## config.mk

```make
export PLATFORM = sky130hd
export DESIGN_NAME = alarm_set_ctrl
export DESIGN_NICKNAME = d
export VERILOG_FILES = /design/src/rtl/alarm_pkg.sv /design/src/rtl/btn_cond.sv /design/src/rtl/alarm_set_ctrl.sv
export SDC_FILE = /design/constraint.sdc
export NUM_CORES = 1
export LEC_CHECK = 0
export BUFFER_PORTS_ARGS = -buffer_cell sky130_fd_sc_hd__buf_2
export CORE_ASPECT_RATIO = 1.2
export CORE_MARGIN = 4
export CORE_UTILIZATION = 50
export DETAILED_ROUTE_END_ITERATION = 7
export GPL_TIMING_DRIVEN = 0
export PLACE_DENSITY = 0.78
export SKIP_LAST_GASP = 1
export SYNTH_ARGS = -nofsm -noshare
export SYNTH_HDL_FRONTEND = slang
export SYNTH_SLANG_ARGS = --single-unit
```

## constraint.sdc

```tcl
create_clock -name clk -period 3 [get_ports clk]
set_input_delay 0.3 -clock clk [delete_from_list [all_inputs] [get_ports clk]]
set_output_delay 0.3 -clock clk [all_outputs]
set_load 0.05 [all_outputs]
```

## src/rtl/alarm_pkg.sv

```systemverilog
// Shared types and digit limits for the alarm setting controller.
// Time values are packed as [3]=hourdec, [2]=hourone, [1]=mindec, [0]=minone.
package alarm_pkg;

  typedef enum logic [1:0] {RUN = 2'd0, SET_TIME = 2'd1, SET_BUD = 2'd2} mode_e;
  typedef enum logic [1:0] {D_HOURDEC, D_HOURONE, D_MINDEC, D_MINONE} digit_e;

  typedef logic [3:0][3:0] time_t;

  localparam logic [3:0] HOURDEC_MAX    = 4'd2;
  localparam logic [3:0] HOURONE_MAX    = 4'd9;
  localparam logic [3:0] HOURONE_MAX_20 = 4'd3;
  localparam logic [3:0] MINDEC_MAX     = 4'd5;
  localparam logic [3:0] MINONE_MAX     = 4'd9;

  localparam int NUM_BTN   = 4;
  localparam int BTN_MODE  = 0;
  localparam int BTN_NEXT  = 1;
  localparam int BTN_UP    = 2;
  localparam int BTN_ALARM = 3;

  function automatic logic [3:0] bcd_inc(input logic [3:0] v, input logic [3:0] max);
    return (v >= max) ? 4'd0 : v + 4'd1;
  endfunction

  // Entering the 20s pulls hourone down so the edit never shows 24..29.
  function automatic time_t edit_inc(input time_t e, input digit_e idx);
    time_t r;
    r = e;
    case (idx)
      D_HOURDEC: begin
        r[3] = bcd_inc(e[3], HOURDEC_MAX);
        if (r[3] == HOURDEC_MAX && r[2] > HOURONE_MAX_20) r[2] = HOURONE_MAX_20;
      end
      D_HOURONE: r[2] = bcd_inc(e[2], (e[3] == HOURDEC_MAX) ? HOURONE_MAX_20 : HOURONE_MAX);
      D_MINDEC:  r[1] = bcd_inc(e[1], MINDEC_MAX);
      D_MINONE:  r[0] = bcd_inc(e[0], MINONE_MAX);
    endcase
    return r;
  endfunction

endpackage

```

## src/rtl/btn_cond.sv

```systemverilog
// Raw button -> one-cycle press pulse: 2-FF sync, optional debounce, rising edge.
// Debounce filter is built only when ALARM_SET_DEBOUNCE_EN is defined.
module btn_cond #(
  parameter int DEBOUNCE_CYCLES = 1000000
) (
  input  logic clk,
  input  logic rstn,
  input  logic btn_i,
  output logic press_o
);

  logic [1:0] sync_q;
  logic       lvl;
  logic       lvl_prev_q;
  logic       press_q;

  if (DEBOUNCE_CYCLES < 1) begin : g_bad_cfg
    $error("DEBOUNCE_CYCLES must be at least 1");
  end

  always_ff @(posedge clk or negedge rstn) begin
    if (!rstn) sync_q <= '0;
    else       sync_q <= {sync_q[0], btn_i};
  end

`ifdef ALARM_SET_DEBOUNCE_EN
  localparam int CW = $clog2(DEBOUNCE_CYCLES + 1);
  logic [CW-1:0] cnt_q;
  logic          filt_q;

  // Any disagreement with the filtered level must persist unbroken to be accepted.
  always_ff @(posedge clk or negedge rstn) begin
    if (!rstn) begin
      cnt_q  <= '0;
      filt_q <= 1'b0;
    end else if (sync_q[1] == filt_q) begin
      cnt_q <= '0;
    end else if (cnt_q == CW'(DEBOUNCE_CYCLES - 1)) begin
      cnt_q  <= '0;
      filt_q <= sync_q[1];
    end else begin
      cnt_q <= cnt_q + 1'b1;
    end
  end
  assign lvl = filt_q;
`else
  assign lvl = sync_q[1];
`endif

  always_ff @(posedge clk or negedge rstn) begin
    if (!rstn) begin
      lvl_prev_q <= 1'b0;
      press_q    <= 1'b0;
    end else begin
      lvl_prev_q <= lvl;
      press_q    <= lvl & ~lvl_prev_q;
    end
  end

  assign press_o = press_q;

endmodule

```

## src/rtl/alarm_set_ctrl.sv

```systemverilog
// Button-driven editor for current time and alarm (bud) time plus alarm enable.
// Define ALARM_SET_DEBOUNCE_EN to insert the per-button debounce filter.
module alarm_set_ctrl
  import alarm_pkg::*;
#(
  parameter int DEBOUNCE_CYCLES = 1000000
) (
  input  logic       clk,
  input  logic       rstn,
  input  logic       btn_mode,
  input  logic       btn_next,
  input  logic       btn_up,
  input  logic       btn_alarm,
  input  logic [3:0] hourdec_now,
  input  logic [3:0] hourone_now,
  input  logic [3:0] mindec_now,
  input  logic [3:0] minone_now,
  output logic [3:0] hourdec_init,
  output logic [3:0] hourone_init,
  output logic [3:0] mindec_init,
  output logic [3:0] minone_init,
  output logic       load_time,
  output logic [3:0] hourdec_bud,
  output logic [3:0] hourone_bud,
  output logic [3:0] mindec_bud,
  output logic [3:0] minone_bud,
  output logic       bud_en,
  output logic [1:0] set_mode,
  output logic [3:0] digit_sel
);

  logic [NUM_BTN-1:0] btn_raw, press;

  assign btn_raw = {btn_alarm, btn_up, btn_next, btn_mode};

  for (genvar b = 0; b < NUM_BTN; b++) begin : g_btn
    btn_cond #(.DEBOUNCE_CYCLES(DEBOUNCE_CYCLES)) u_btn (
      .clk    (clk),
      .rstn   (rstn),
      .btn_i  (btn_raw[b]),
      .press_o(press[b])
    );
  end

  mode_e      mode_q, mode_d;
  digit_e     idx_q, idx_d;
  time_t      edit_q, edit_d, init_q, init_d, bud_q, bud_d;
  logic       bud_en_q, bud_en_d;
  logic       load_q, load_d;
  logic [3:0] digit_sel_q, digit_sel_d;

  always_ff @(posedge clk or negedge rstn) begin
    if (!rstn) begin
      mode_q      <= RUN;
      idx_q       <= D_HOURDEC;
      edit_q      <= '0;
      init_q      <= '0;
      bud_q       <= '0;
      bud_en_q    <= 1'b0;
      load_q      <= 1'b0;
      digit_sel_q <= '0;
    end else begin
      mode_q      <= mode_d;
      idx_q       <= idx_d;
      edit_q      <= edit_d;
      init_q      <= init_d;
      bud_q       <= bud_d;
      bud_en_q    <= bud_en_d;
      load_q      <= load_d;
      digit_sel_q <= digit_sel_d;
    end
  end

  always_comb begin
    mode_d   = mode_q;
    idx_d    = idx_q;
    edit_d   = edit_q;
    init_d   = init_q;
    bud_d    = bud_q;
    bud_en_d = bud_en_q;
    load_d   = 1'b0;
    case (mode_q)
      RUN: begin
        if (press[BTN_MODE]) begin
          edit_d = {hourdec_now, hourone_now, mindec_now, minone_now};
          idx_d  = D_HOURDEC;
          mode_d = SET_TIME;
        end
        if (press[BTN_ALARM]) bud_en_d = ~bud_en_q;
      end
      SET_TIME, SET_BUD: begin
        // mode > next > up; a lower-priority press in the same cycle is dropped.
        if (press[BTN_MODE]) begin
          if (mode_q == SET_TIME) begin
            edit_d = bud_q;
            idx_d  = D_HOURDEC;
            mode_d = SET_BUD;
          end else begin
            mode_d = RUN;
          end
        end else if (press[BTN_NEXT]) begin
          if (idx_q == D_MINONE) begin
            if (mode_q == SET_TIME) begin
              init_d = edit_q;
              load_d = 1'b1;
            end else begin
              bud_d = edit_q;
            end
            mode_d = RUN;
          end else begin
            idx_d = digit_e'(idx_q + 2'd1);
          end
        end else if (press[BTN_UP]) begin
          edit_d = edit_inc(edit_q, idx_q);
        end
      end
      default: mode_d = RUN;
    endcase
    digit_sel_d = (mode_d == RUN) ? 4'b0000 : (4'b1000 >> idx_d);
  end

  assign {hourdec_init, hourone_init, mindec_init, minone_init} = init_q;
  assign {hourdec_bud, hourone_bud, mindec_bud, minone_bud}     = bud_q;
  assign load_time = load_q;
  assign bud_en    = bud_en_q;
  assign set_mode  = mode_q;
  assign digit_sel = digit_sel_q;

endmodule

```

==> reports/metrics.csv <==
stage;metric;value;unit
setup_path;WP data arrival;2.64;ns
grt;GR Util met2;34.0;%
setup_path;RR Endpoint;edit_q[1];
die;chip height;101;um
status;status;completed;
drt;routed vias/inst;5.67;
die;Top Ports;62;
clocking;CTS tree;done;
setup_path;worst reg-to-reg setup slack;0.62;ns
yosys;Syn Nets;351;
timing;Setup Viol. Count Final;0;
grt;grt peak-use layer;met2;
yosys;Synth cell types;55;
timing;relative slew slack;53.7;%
clocking;CTS Buf Count;9;
worst_hold_path;WHS Endpoint;g_btn[0].u_btn.sync_q[0];
yosys;#FFs+latches synth;74;
clocking;clock sink count;74;
finish;layout cells sized above 1;31.7;%
grt;met3 usage;4.23;%
drt;# DRC;0;
drt;drt wl/cell;17.5;um
placement;IO Port Bufs;61;
timing;Final Cycle Share;79.3;%
yosys;Avg Inst Size Synth;11.5;um2
pwr;Pwr Total;4090;uW
clocking;clock root buffer;clkbuf_8;
grt;initial antenna violation count;0;
drt;DR vias;2726;
timing;setup TNS;0;ns
timing;worst-margin pin slew;0.677;ns
timing;Layout Skew;0.00600;ns
worst_hold_path;HP Start;btn_mode;
finish;non-filler cells, final;481;
finish;leading cell type in the layout, fill and taps excluded;dfrtp_1;
setup_path;R2R cell count;8;
finish;layout filler cell count;588;
placement;dpl hpwl;5930;um
die;core region area;6940;um2
finish;most frequent cells in the layout;dfrtp_1, buf_2, o21ai_0;
grt;pin count of the biggest net entering global routing;74;
yosys;mapped cell area;3630;um2
finish;Layout area overhead;17.9;%
clocking;H-Tree Level Count;3;
worst_hold_path;Hold Path Class;in -> reg;
timing;max frequency;420;MHz
clocking;worst skew pair latency;0.35;ns
clocking;Clock transition at path regs;0.08;ns
die;DIE AREA;8680;um2
drt;Detailed Routing Iterations Pass 1;4;
die;# rows;33;
placement;DP Area;4070;um2
grt;first-pass GRT wire length;13700;um
finish;# diodes;0;
pwr;Pwr Density;956;nW/um2
pwr;Max IR drop VDD;432;uV
setup_path;CP Capture Type;register;
clocking;clock buffer depth;2;
grt;met1 GRT Util;26.1;%
drt;DR iter-0 viols;185;
finish;post-route cell area;4270;um2
finish;fin nets;425;
placement;Final GP Congestion;0.877;
yosys;Syn Inst Count;315;
die;Initial Util;52.3;%
drt;post-route antenna net violation count;0;
setup_path;worst endpoint required time;3.26;ns
yosys;Post-synth ARST share;100;%
timing;RSZ-0062 raised after global routing;no;
grt;vias in the first global route;2718;
setup_path;Critical Path Source Type;register;
timing;Slew Viols, Final;0;
job;total of max-cap violations;0;
die;Die W;85.7;um
pwr;leakage;0.00213;uW
yosys;yosys warns;0;
timing;minimum clock period;2.38;ns
timing;WHS;0.0513;ns
grt;GRT overflow;0;
yosys;register area share after synthesis;51.1;%
placement;Placed Cells;464;
worst_hold_path;Hold Path Stages;1;
yosys;Main synth FF type;dfrtp_1;
drt;wirelength, routed;8420;um
timing;Final Hold Violating Endpoints;0;
setup_path;Worst Path Max Fanout;10;
setup_path;RR Startpoint;set_mode[0];
yosys;Post-synth EDFFs;0;
grt;gr usage total;20.5;%
setup_path;WS Path Type;reg -> reg;
-- cell families after synthesis --
kind of cell,Yosys count,share of synthesized area [%]
AOI/OAI and AO/OA,83,15.1
muxes,43,13.5
DFF,74,51.1
adders and majority gates,14,4.83
buffers and inverters,29,3.97
xor gates and xnor gates,3,0.725
and+or+nand+nor,69,10.8
-- critical path: stages, from the launching register on --
cell and delay [ns]:
dfrtp_1 0.47, inv_1 0.09, ha_1 0.30, buf_6 0.15, nor2b_4 0.22, a211o_1 0.35
clkbuf_1 0.40, o21ai_0 0.19, o31ai_1 0.10
-- cell type report --
type	count	area, um2	area share (%)
clock buffer	9	124	2.90
tap	87	109	2.55
clock inverter	7	70.1	1.64
sequential	74	1850	43.3
multi-input combinational	212	1630	38.1
timing repair buffer	63	345	8.08
buffer	14	87.6	2.05
inverter	15	56.3	1.32
-- metrics by stage --
step / util, % / setup WS, ns
4_1_cts: 61.6 / 0.636
3_5_place_dp: 58.7 / 0.651
3_3_place_gp: 58.2 / 0.693
2_1_floorplan: - / 0.599
6_report: 61.6 / 0.620
5_1_grt: 61.6 / 0.441
-- per-layer routing --
layer	wire length, um	part of all wire, %	up-vias
met3	489	5.8	17
met2	4220	50	93
met1	3530	42	1326
met5	0	0	-
li1	-	-	1290
met4	184	2.2	0
-- sequential cells by signal, summed over array words and instances, names as in the netlist --
name,cells
edit_q,16
g_btn.u_btn.sync_q,8
digit_sel,4
g_btn.u_btn.lvl_prev_q,4
g_btn.u_btn.press_o,4
hourdec_bud,4
hourdec_init,4
hourone_bud,4
hourone_init,4
mindec_bud,4
mindec_init,4
minone_bud,4
minone_init,4
idx_q,2
set_mode,2
bud_en,1
load_time,1
-- cells in the mapped netlist, drive strengths merged (3+ instances only) --
cell type / number / area [um2]
o21ai: 29 / 145
o22ai: 4 / 25.0
a211oi: 6 / 50.1
or2: 5 / 31.3
buf: 10 / 72.6
o31ai: 10 / 75.1
nor2: 16 / 62.6
nand3: 5 / 25.0
o221ai: 3 / 26.3
a21oi: 16 / 80.1
a211o: 3 / 26.3
a31oi: 3 / 18.8
nor4: 3 / 25.0
clkbuf: 4 / 15.0
mux2: 29 / 349
mux2i: 14 / 140
inv: 14 / 52.6
nand2: 15 / 56.3
dfrtp: 74 / 1850
nor2b: 6 / 45.0
nand2b: 4 / 25.0
ha: 14 / 175
-- where the power goes --
| part | internal, uW | switching [uW] |
|---|---|---|
| Combinational | 735 | 1170 |
| Sequential | 1180 | 237 |
| Clock | 382 | 386 |
| Total | 2300 | 1790 |
-- timing repair --
item                      4_1_cts  5_1_grt
hold buffers                    1        0
resized for setup               0        0
buffers inserted                0        0
hold endpoints to repair       74        0
-- worst max-delay path by stage --
stage	endpoint	cells past startpoint	slack, ns	from
after CTS	edit_q[12]	7	0.64	set_mode[0]
after global routing	edit_q[11]	7	0.44	edit_q[13]
final	edit_q[1]	8	0.62	set_mode[0]
after floorplan	edit_q[12]	7	0.60	set_mode[0]
after global placement	edit_q[13]	7	0.69	set_mode[0]
after detailed placement	edit_q[12]	7	0.65	set_mode[0]
Power figures use the tool's default switching activity.
